`config.mk`:
```
export PLATFORM = sky130hd
export DESIGN_NAME = gray_code_counter
export DESIGN_NICKNAME = d
export VERILOG_FILES = /design/src/rtl/gray_pkg.sv /design/src/rtl/gray_encode.sv /design/src/rtl/gray_code_counter.sv
export SDC_FILE = /design/constraint.sdc
export NUM_CORES = 1
export LEC_CHECK = 0
export CELL_PAD_IN_SITES_DETAIL_PLACEMENT = 0
export CELL_PAD_IN_SITES_GLOBAL_PLACEMENT = 1
export CORE_UTILIZATION = 33
export CTS_CLUSTER_SIZE = 30
export DETAILED_ROUTE_END_ITERATION = 6
export PLACE_DENSITY_LB_ADDON = 0.1
export SLEW_MARGIN = 20
export SYNTH_ARGS = -nofsm -noshare
export SYNTH_HDL_FRONTEND = slang
export SYNTH_SLANG_ARGS = --single-unit
```
`constraint.sdc`:
```
create_clock -name clk -period 2.33 [get_ports clk]
set_input_delay 0.466 -clock clk [delete_from_list [all_inputs] [get_ports clk]]
set_output_delay 0.466 -clock clk [all_outputs]
set_load 0.05 [all_outputs]
```
`src/rtl/gray_pkg.sv`:
```
// Shared types and helpers for the Gray-code counter: FSM state encoding and
// a width-generic binary-to-Gray conversion.
package gray_pkg;

    typedef enum logic [1:0] {
        IDLE  = 2'd0,
        VALID = 2'd1,
        DONE  = 2'd2
    } state_t;

    // Widest code the helper supports; callers zero-extend and cast back down.
    localparam int unsigned GRAY_MAX_W = 32;

    function automatic logic [GRAY_MAX_W-1:0] bin2gray(input logic [GRAY_MAX_W-1:0] bin);
        return bin ^ (bin >> 1);
    endfunction

endpackage

```
`src/rtl/gray_encode.sv`:
```
// Purely combinational binary-to-Gray encoder, sized by WIDTH.
module gray_encode
    import gray_pkg::*;
#(
    parameter int unsigned WIDTH = 4
) (
    input  logic [WIDTH-1:0] bin,
    output logic [WIDTH-1:0] gray
);

    // Zero-extension keeps the shifted-in MSB zero, so truncation is exact.
    assign gray = WIDTH'(bin2gray(GRAY_MAX_W'(bin)));

endmodule

```
`src/rtl/gray_code_counter.sv`:
```
// Up/down binary counter with registered Gray output and valid/ready handshake;
// supports load, wrap or saturate, and a terminal-count flag.
module gray_code_counter
    import gray_pkg::*;
#(
    parameter int unsigned WIDTH = 4,
    parameter bit          WRAP  = 1'b1
) (
    input  logic             clk,
    input  logic             rst_n,
    input  logic             en,
    input  logic             up,
    input  logic             load,
    input  logic [WIDTH-1:0] load_val,
    input  logic             out_ready,
    output logic             out_valid,
    output logic [WIDTH-1:0] bin_out,
    output logic [WIDTH-1:0] gray_out,
    output logic             tc
);

    localparam logic [WIDTH-1:0] ALL_ONES = {WIDTH{1'b1}};
    localparam logic [WIDTH-1:0] ZERO     = {WIDTH{1'b0}};
    localparam logic [WIDTH-1:0] ONE      = WIDTH'(1);

    state_t           state_reg, state_next;
    logic [WIDTH-1:0] count_reg, count_next;
    logic [WIDTH-1:0] gray_reg,  gray_next;
    logic             hs;
    logic             at_end;

    assign hs     = (state_reg == VALID) && out_ready;
    assign at_end = up ? (count_reg == ALL_ONES) : (count_reg == ZERO);

    always_comb begin
        state_next = state_reg;
        count_next = count_reg;
        if (load) begin
            // Load wins over any advance; a coincident handshake is simply consumed.
            state_next = VALID;
            count_next = load_val;
        end else begin
            case (state_reg)
                IDLE: begin
                    if (en) begin
                        state_next = VALID;
                    end
                end
                VALID: begin
                    if (hs) begin
                        if (!WRAP && at_end) begin
                            state_next = DONE;
                        end else begin
                            count_next = up ? (count_reg + ONE) : (count_reg - ONE);
                            state_next = en ? VALID : IDLE;
                        end
                    end
                end
                DONE: begin
                    state_next = DONE;
                end
                default: begin
                    state_next = IDLE;
                end
            endcase
        end
    end

    // Encoding the next count lets gray_reg update in the same edge as count_reg.
    gray_encode #(
        .WIDTH (WIDTH)
    ) u_gray_encode (
        .bin  (count_next),
        .gray (gray_next)
    );

    always_ff @(posedge clk or negedge rst_n) begin
        if (!rst_n) begin
            state_reg <= IDLE;
            count_reg <= ZERO;
            gray_reg  <= ZERO;
        end else begin
            state_reg <= state_next;
            count_reg <= count_next;
            gray_reg  <= gray_next;
        end
    end

    assign out_valid = (state_reg == VALID);
    assign bin_out   = count_reg;
    assign gray_out  = gray_reg;
    assign tc        = out_valid && at_end;

endmodule
```
### After elaboration in Yosys (flattened, before gate mapping)

Index checks and enable logic that the tools add are counted.

| operators by class | value |
|---|---|
| div/mod/pow operators | 0 |
| reduce and logical (&&, ||, !) cells | 5 |
| shift operators | 0 |
| magnitude comparators | 0 |
| add/sub/neg operators | 2 |
| bitwise gates (word level) | 1 |
| multiply operators | 0 |
| muxes and demuxes | 10 |
| eq/ne operators | 5 |

Operator list:

| kind | number |
|---|---|
| $mux 4 | 4 |
| $mux 2 | 3 |
| $pmux 2 s3 | 1 |
| $add 4x1->4 const B | 1 |
| $eq 4x4->1 const B | 1 |
| $logic_not 4->1 | 1 |
| $sub 4x1->4 const B | 1 |
| $xor 4x3->4 | 1 |
| $ne 3x2->1 const B | 1 |
| $ne 3x3->1 const B | 1 |
| $eq 2x1->1 const B | 1 |
| $eq 2x2->1 const B | 1 |
| $logic_and 1x1->1 | 2 |
| $logic_not 2->1 | 1 |
| $mux 1 | 2 |
| $reduce_and 2->1 | 1 |

| word-level totals | value |
|---|---|
| RAM bits | 0 |
| logic and storage cells | 26 |
| latch bits | 0 |
| register bits after elaboration | 10 |
| memories kept | 0 |
| ROM bits | 0 |
| bits of input ports | 10 |

### Depth between registers and ports, before layout

Gate-level depths: netlist of the first run.

| logic depth | value |
|---|---|
| depth after elaboration | 6 |
| gate-level depth with buffers | 7 |

### Cells and area by module

A second synthesis of the first run with hierarchy kept.

| second synthesis, totals | value |
|---|---|
| cells, all modules | 54 |
| area, all modules | 555.5 µm² |

By module, submodules not included:

| module | times used | cells each | sequential area each (µm²) | area an instance (µm²) |
|---|---|---|---|---|
| gray_code_counter | 1 | 50 | 250.2 | 521.8 |
| gray_encode | 1 | 4 | 0.0 | 33.8 |

### Least setup slack after synthesis of the first run

No wires, ideal clock.

| timing | value |
|---|---|
| path type | register -> output |
| start | register state_reg[0] |
| end | output tc |
| path buffers | 0 |
| arrival | 1.694 ns |
| slack | 0.170 ns |
| stages on the path, launching flop included | 3 |
| cells stage by stage | dfrtp_1 nor2b_1 o21a_1 |

| between the ends | value |
|---|---|
| cells in the longest elaborated chain, start to end | 2 |

Ends and longest elaborated chain:

| element | line | RTL |
|---|---|---|
| start, declared | gray_code_counter.sv:26 | `state_t state_reg, state_next;` |
| start signal, assigned | gray_code_counter.sv:83 | `state_reg <= state_next;` |
| $eq 2x1->1 | gray_code_counter.sv:89 | `assign out_valid = (state_reg == VALID);` |
| via out_valid | gray_code_counter.sv:16 | `output logic out_valid,` |
| $logic_and 1x1->1 | gray_code_counter.sv:92 | `assign tc = out_valid && at_end;` |
| end, declared | gray_code_counter.sv:19 | `output logic tc` |

The timed path passes the listed nets, and every way through them passes these cells.

### Final worst setup path of the first run

| timing | value |
|---|---|
| start | register state_reg[0] |
| end | output out_valid |

| between the ends | value |
|---|---|
| cells in the longest elaborated chain, start to end | 1 |

Ends and longest elaborated chain:

| element | line |
|---|---|
| $eq 2x1->1 | gray_code_counter.sv:89 |
| end, declared | gray_code_counter.sv:16 |

Every way passes these cells.

==> run_results.csv, run 1 <==
group,metric,value,unit
outcome,status,"complete, no violations",
drt,dr.pass1.iters,3,
synth,synth_top_area_share,0.411,
synth,ys_seq_elements,9,
global_routing,grt-ovfl-total,0,
synth,netlist_top_cells_area,"dfrtp_1, xnor2_1, inv_1, ha_1, a21oi_1",
floorplanning,dieArea,1830,sq um
floorplanning,io_pins,20,
cts,cts_tree,"yes",
critical_path,arrival,1.73,ns
global_routing,grt_pass1_wl,1930,um
global_routing,track_usage,0.149,
sta,finalCritPeriodShare,0.944,
synth,yosys.area.top_type,"dfrtp_1",
placed_design,portBuffers,19,
cells_and_area,largest_reg_flops,4,
critical_path,critPathKind,"flip-flop to output port",
sta,slew_headroom,0.671,
global_routing,antenna_found_initial,0,
synth,ys_warn_count,0,
cells_and_area,final_layout_size_suffix_gt1_frac,0.123,
critical_path,cp-start-kind,"flip-flop",
synth,post_synth.cell_area_avg,9.79,sq um
pwr,power_density,801,nW/um^2
critical_path,crit_path_max_fanout,4,
placed_design,gp_congestion,0.714,
cells_and_area,finalCoreUtilization,0.532,
job,maxCapViolCount,0,
sta,fin_skew,0.00380,ns
synth,synth_edf_count,0,
global_routing,grt_pass1_vias,432,
synth,syn_area,548,sq um
pwr,power,0.649,mW
drt,viasPerCell,4.88,
sta,finalMaxSlewViolations,0,
floorplanning,fp.dieH,42.8,um
sta,timing.fmax,454,MHz
cts,cts_buffer_depth,2,
drt,wl_per_cell,11.4,um
drt,remaining_drc_errors,0,
cells_and_area,antennaDiodeCount,0,
cells_and_area,finalNetCount,95,
placed_design,pre_cts_slack,-0.00778,ns
floorplanning,fp-row-count,14,
sta,setup_tns,0,ns
sta,rsz0062_at_grt,"false",
cts,cts_max_level,1,
pwr,power.leakage,0.367,nW
synth,synth_async_sr_flop_share,1.00,
cts,cts_made_buffers,3,
cts,clk_latency,0.26,ns
floorplanning,initial_core_util,0.360,
cells_and_area,syn2layout_area_growth,47.9,%
placed_design,place_hpwl,892,um
drt,drt_iter0_markers,9,
pwr,ir_drop,0.499,mV
sta,hold_viol_final,0,
critical_path,end_kind,"output port",
synth,synth-main-ff-cell,"dfrtp_1",
synth,syn_inst,56,
global_routing,grt_max_degree,10,
drt,ant_nets,0,
synth,ys_types,25,
cts,cts-root-buf,"clkbuf_4",
drt,vias,473,
sta,setup_viol,0,
sta,min_period,2.20,ns
floorplanning,fp.coreArea,1520,sq um
cts,cts_hold_buf,0,
sta,worstMarginPinSlew,0.492,ns
floorplanning,die-width,42.8,um
drt,drt-total-wl,1110,um
critical_path,worstPathRequired,1.86,ns
synth,syn_nets,69,
cts,clkTransAtPathRegs,0.06,ns
worst_hold_path,hold_class,"primary input to async pin",
synth,synth_commonest_cells,"dfrtp_1, inv_1, a21oi_1, xnor2_1",
synth,synth_most_common_cell,"dfrtp_1",
cts,numClockSinks,9,
sta,setup_ws,0.130,ns
synth,seq_area_frac_synth,0.411,
[power breakdown]
part           switching (mW)  total, mW  internal (mW)
sequential             0.0217      0.207          0.186
clock                  0.0520      0.118         0.0658
combinational           0.200      0.324          0.125
total                   0.273      0.649          0.376
[cells by family after synthesis]
| kind of cell | count (synthesis) | share of synthesized area |
|---|---|---|
| buffers and inverters | 9 | 0.0708 |
| AO/OA/AOI/OAI | 10 | 0.105 |
| multiplexers | 2 | 0.0365 |
| flip-flops | 9 | 0.411 |
| AND/OR/NAND/NOR | 18 | 0.215 |
| XOR/XNOR | 5 | 0.0799 |
| adder cells (fa/ha/maj) | 3 | 0.0822 |
[final timing paths]
kind,startpoint,to,slack (ns),depth (start not counted)
max,state_reg[0],out_valid,0.13,2
min in group clk,state_reg[1],state_reg[0],0.50,1
min reg2reg,state_reg[1],state_reg[0],0.50,1
min,rst_n,gray_out[1],0.50,1
max reg2reg,bin_out[0],gray_out[1],0.58,8
max in group asynchronous,rst_n,gray_out[0],1.55,1
[placed cells by master (no fill, tap or decap), drive strengths merged]
cell type,n
clkdlybuf4s50,17
dfrtp,9
inv,7
buf,5
xnor2,4
a21oi,4
clkbuf,4
nand2,3
o21ai,3
nand3,3
mux2i,2
nor2,2
nor3,2
or4,2
nor3b,2
ha,2
nand3b,1
xor2,1
nor2b,1
o21a,1
nor4,1
or3,1
a21o,1
o21bai,1
fa,1
dlygate4sd2,1
[timing repair]
item	CTS	global route
endpoints found under the hold margin	0	0
setup endpoints to repair	1	0
setup buffers	0	0
resized for setup	1	0
[per-stage QoR]
step                      hold WS [ns]  cells  instance area (sq um)
after CTS                        0.497     97                    811
final                            0.497     97                    811
after global routing             0.509     97                    811
after detailed placement         0.511     93                    786
after global placement           0.496     93                    786
after floorplan                  0.170     56                    548
[per-layer routing]
metal | up-vias | wire (um) | GRT usage | share of wire
li1 | 241 | - | - | -
met1 | 216 | 501 | 0.180 | 0.45
met2 | 14 | 522 | 0.212 | 0.47
met3 | 2 | 66 | 0.0809 | 0.060
met4 | 0 | 14 | 0.0750 | 0.013
met5 | - | 0 | 0 | 0
[critical path, cell delays in order (launching register included)]
cell and delay (ns):
dfrtp_1 0.43, nor2b_1 0.22, clkdlybuf4s50_1 0.83
[cell type report]
type	count	area, sq um
clock buffer	4	26.3
sequential	9	225
inverter	7	26.3
tap	16	20.0
multi-input combinational	38	284
fill	149	713
timing repair buffer	23	229
(Power assumes the default switching activity.)
==> run 2: changes to the inputs <==
- HOLD_SLACK_MARGIN: not set -> 0.08
- SKIP_CTS_REPAIR_TIMING: not set -> 1
==> run 2 against run 1 <==
Critical path depth did not move. Flip-flop and latch count did not move. Largest power group unchanged. Via count did not move. Clock power barely moved. Cell count did not move. Sequential power barely moved. Highest routed layer unchanged. Total power barely moved. Routed wire length fell by 0.45%.
==> run_results.csv, run 2 (synthesized netlist as in run 1, its figures left out) <==
group,metric,value,unit
sta,setup_tns,0,ns
floorplanning,dieArea,1830,sq um
global_routing,track_usage,0.149,
job,maxCapViolCount,0,
global_routing,grt_pass1_vias,432,
pwr,switchingPower,0.273,mW
placed_design,gp_congestion,0.714,
global_routing,grt-ovfl-total,0,
cts,cts_made_buffers,3,
drt,wl_per_cell,11.3,um
pwr,comb_power_share,0.499,
floorplanning,fp.coreArea,1520,sq um
floorplanning,initial_core_util,0.360,
cts,clkTransAtPathRegs,0.06,ns
sta,finalCritPeriodShare,0.944,
pwr,p_clk_frac,0.181,
floorplanning,die-width,42.8,um
critical_path,reg2regPathDepth,8,
cts,cts_tree,"yes",
pwr,power.leakage,0.375,nW
cts,cts_max_level,1,
placed_design,dp_cells,93,
critical_path,timing.rr.start,"bin_out[0]",
floorplanning,fp.dieH,42.8,um
pwr,power_density,798,nW/um^2
sta,setup_viol,0,
critical_path,cp-start-kind,"flip-flop",
sta,hold_viol_final,0,
drt,ant_nets,0,
placed_design,pre_cts_slack,-0.00778,ns
drt,viasPerCell,4.88,
cells_and_area,finalNetCount,95,
cts,clk_latency,0.26,ns
placed_design,placed_area,786,sq um
critical_path,arrival,1.73,ns
cells_and_area,syn2layout_area_growth,48.6,%
drt,drt-total-wl,1100,um
critical_path,worstReg2RegEnd,"gray_out[1]",
cells_and_area,largest_reg_flops,4,
critical_path,worstPathRequired,1.86,ns
drt,drt_iter0_markers,10,
pwr,power_frac_seq,0.319,
pwr,p_int,0.376,mW
placed_design,place_hpwl,892,um
sta,min_period,2.20,ns
sta,timing.fmax,454,MHz
sta,rsz0062_at_grt,"false",
cells_and_area,layout_commonest_cell,"clkdlybuf4s50_1",
pwr,power,0.650,mW
cells_and_area,final_cell_area,815,sq um
sta,worstMarginPinSlew,0.492,ns
cts,numClockSinks,9,
sta,slew_headroom,0.671,
global_routing,grt_max_degree,10,
global_routing,grt_pass1_wl,1930,um
cells_and_area,fin_cells,97,
critical_path,crit_path_max_fanout,4,
global_routing,antenna_found_initial,0,
drt,remaining_drc_errors,0,
critical_path,worstSetupStartpoint,"state_reg[0]",
sta,finalMaxSlewViolations,0,
cells_and_area,final_cell_mix,"clkdlybuf4s50_1, dfrtp_1, inv_1",
pwr,ir_drop,0.499,mV
floorplanning,io_pins,20,
placed_design,portBuffers,19,
worst_hold_path,hold_class,"primary input to async pin",
cells_and_area,final_layout_size_suffix_gt1_frac,0.123,
critical_path,ff2ff_setup_slack,0.58,ns
drt,vias,473,
sta,fin_skew,0.00380,ns
critical_path,critPathKind,"flip-flop to output port",
sta,setup_ws,0.130,ns
cts,cts_buffer_depth,2,
floorplanning,fp-row-count,14,
critical_path,end_kind,"output port",
cells_and_area,antennaDiodeCount,0,
cts,cts-root-buf,"clkbuf_4",
drt,dr.pass1.iters,3,
outcome,status,"complete, no violations",
pwr,p_sw_frac,0.421,
## run 2: cell count changes in the layout (fill, tap and decap cells not counted), sizes merged
cell / previous run / this run
dlygate4sd2: 1 / 0
dlymetal6s2s: 0 / 1
## run 2: worst max-delay path by stage
stage	slack [ns]	end	cells past startpoint
after floorplan	0.17	tc	2
after global placement	0.009	tc	5
after detailed placement	-0.008	tc	5
after CTS	-0.01	tc	5
after global routing	0.02	out_valid	2
final	0.13	out_valid	2
## run 2: layout make-up
cell class / count / area [sq um]
repair buffers: 23 / 233
well taps: 16 / 20.0
fillers: 148 / 709
inverters: 7 / 26.3
clock buffers: 4 / 26.3
multi-input cells: 38 / 284
flip-flops and latches: 9 / 225
## run 2: per-stage QoR
stage,utilization,hold slack (ns)
6_report,0.534,0.497
5_1_grt,0.534,0.509
4_1_cts,0.533,0.497
3_5_place_dp,0.516,0.511
3_3_place_gp,0.516,0.496
2_1_floorplan,-,0.170
## run 2: power groups by stage
stage               logic [mW]  clock network (mW)  registers [mW]
finish                   0.324               0.118           0.207
global route             0.345               0.136           0.213
CTS                      0.328               0.126           0.209
detailed placement       0.327                   0           0.211
global placement         0.328                   0           0.212
floorplan                0.112                   0           0.311
## run 2: critical path, cell delays in order, from the launching register on
cell             delay [ns]
dfrtp_1                0.43
nor2b_1                0.22
clkdlybuf4s50_1        0.83
## run 2: metal layers
| metal | GRT usage | vias to the layer above | share of wire |
|---|---|---|---|
| li1 | - | 241 | - |
| met1 | 0.180 | 216 | 0.45 |
| met2 | 0.212 | 14 | 0.47 |
| met3 | 0.0809 | 2 | 0.060 |
| met4 | 0.0750 | 0 | 0.013 |
| met5 | 0 | - | 0 |
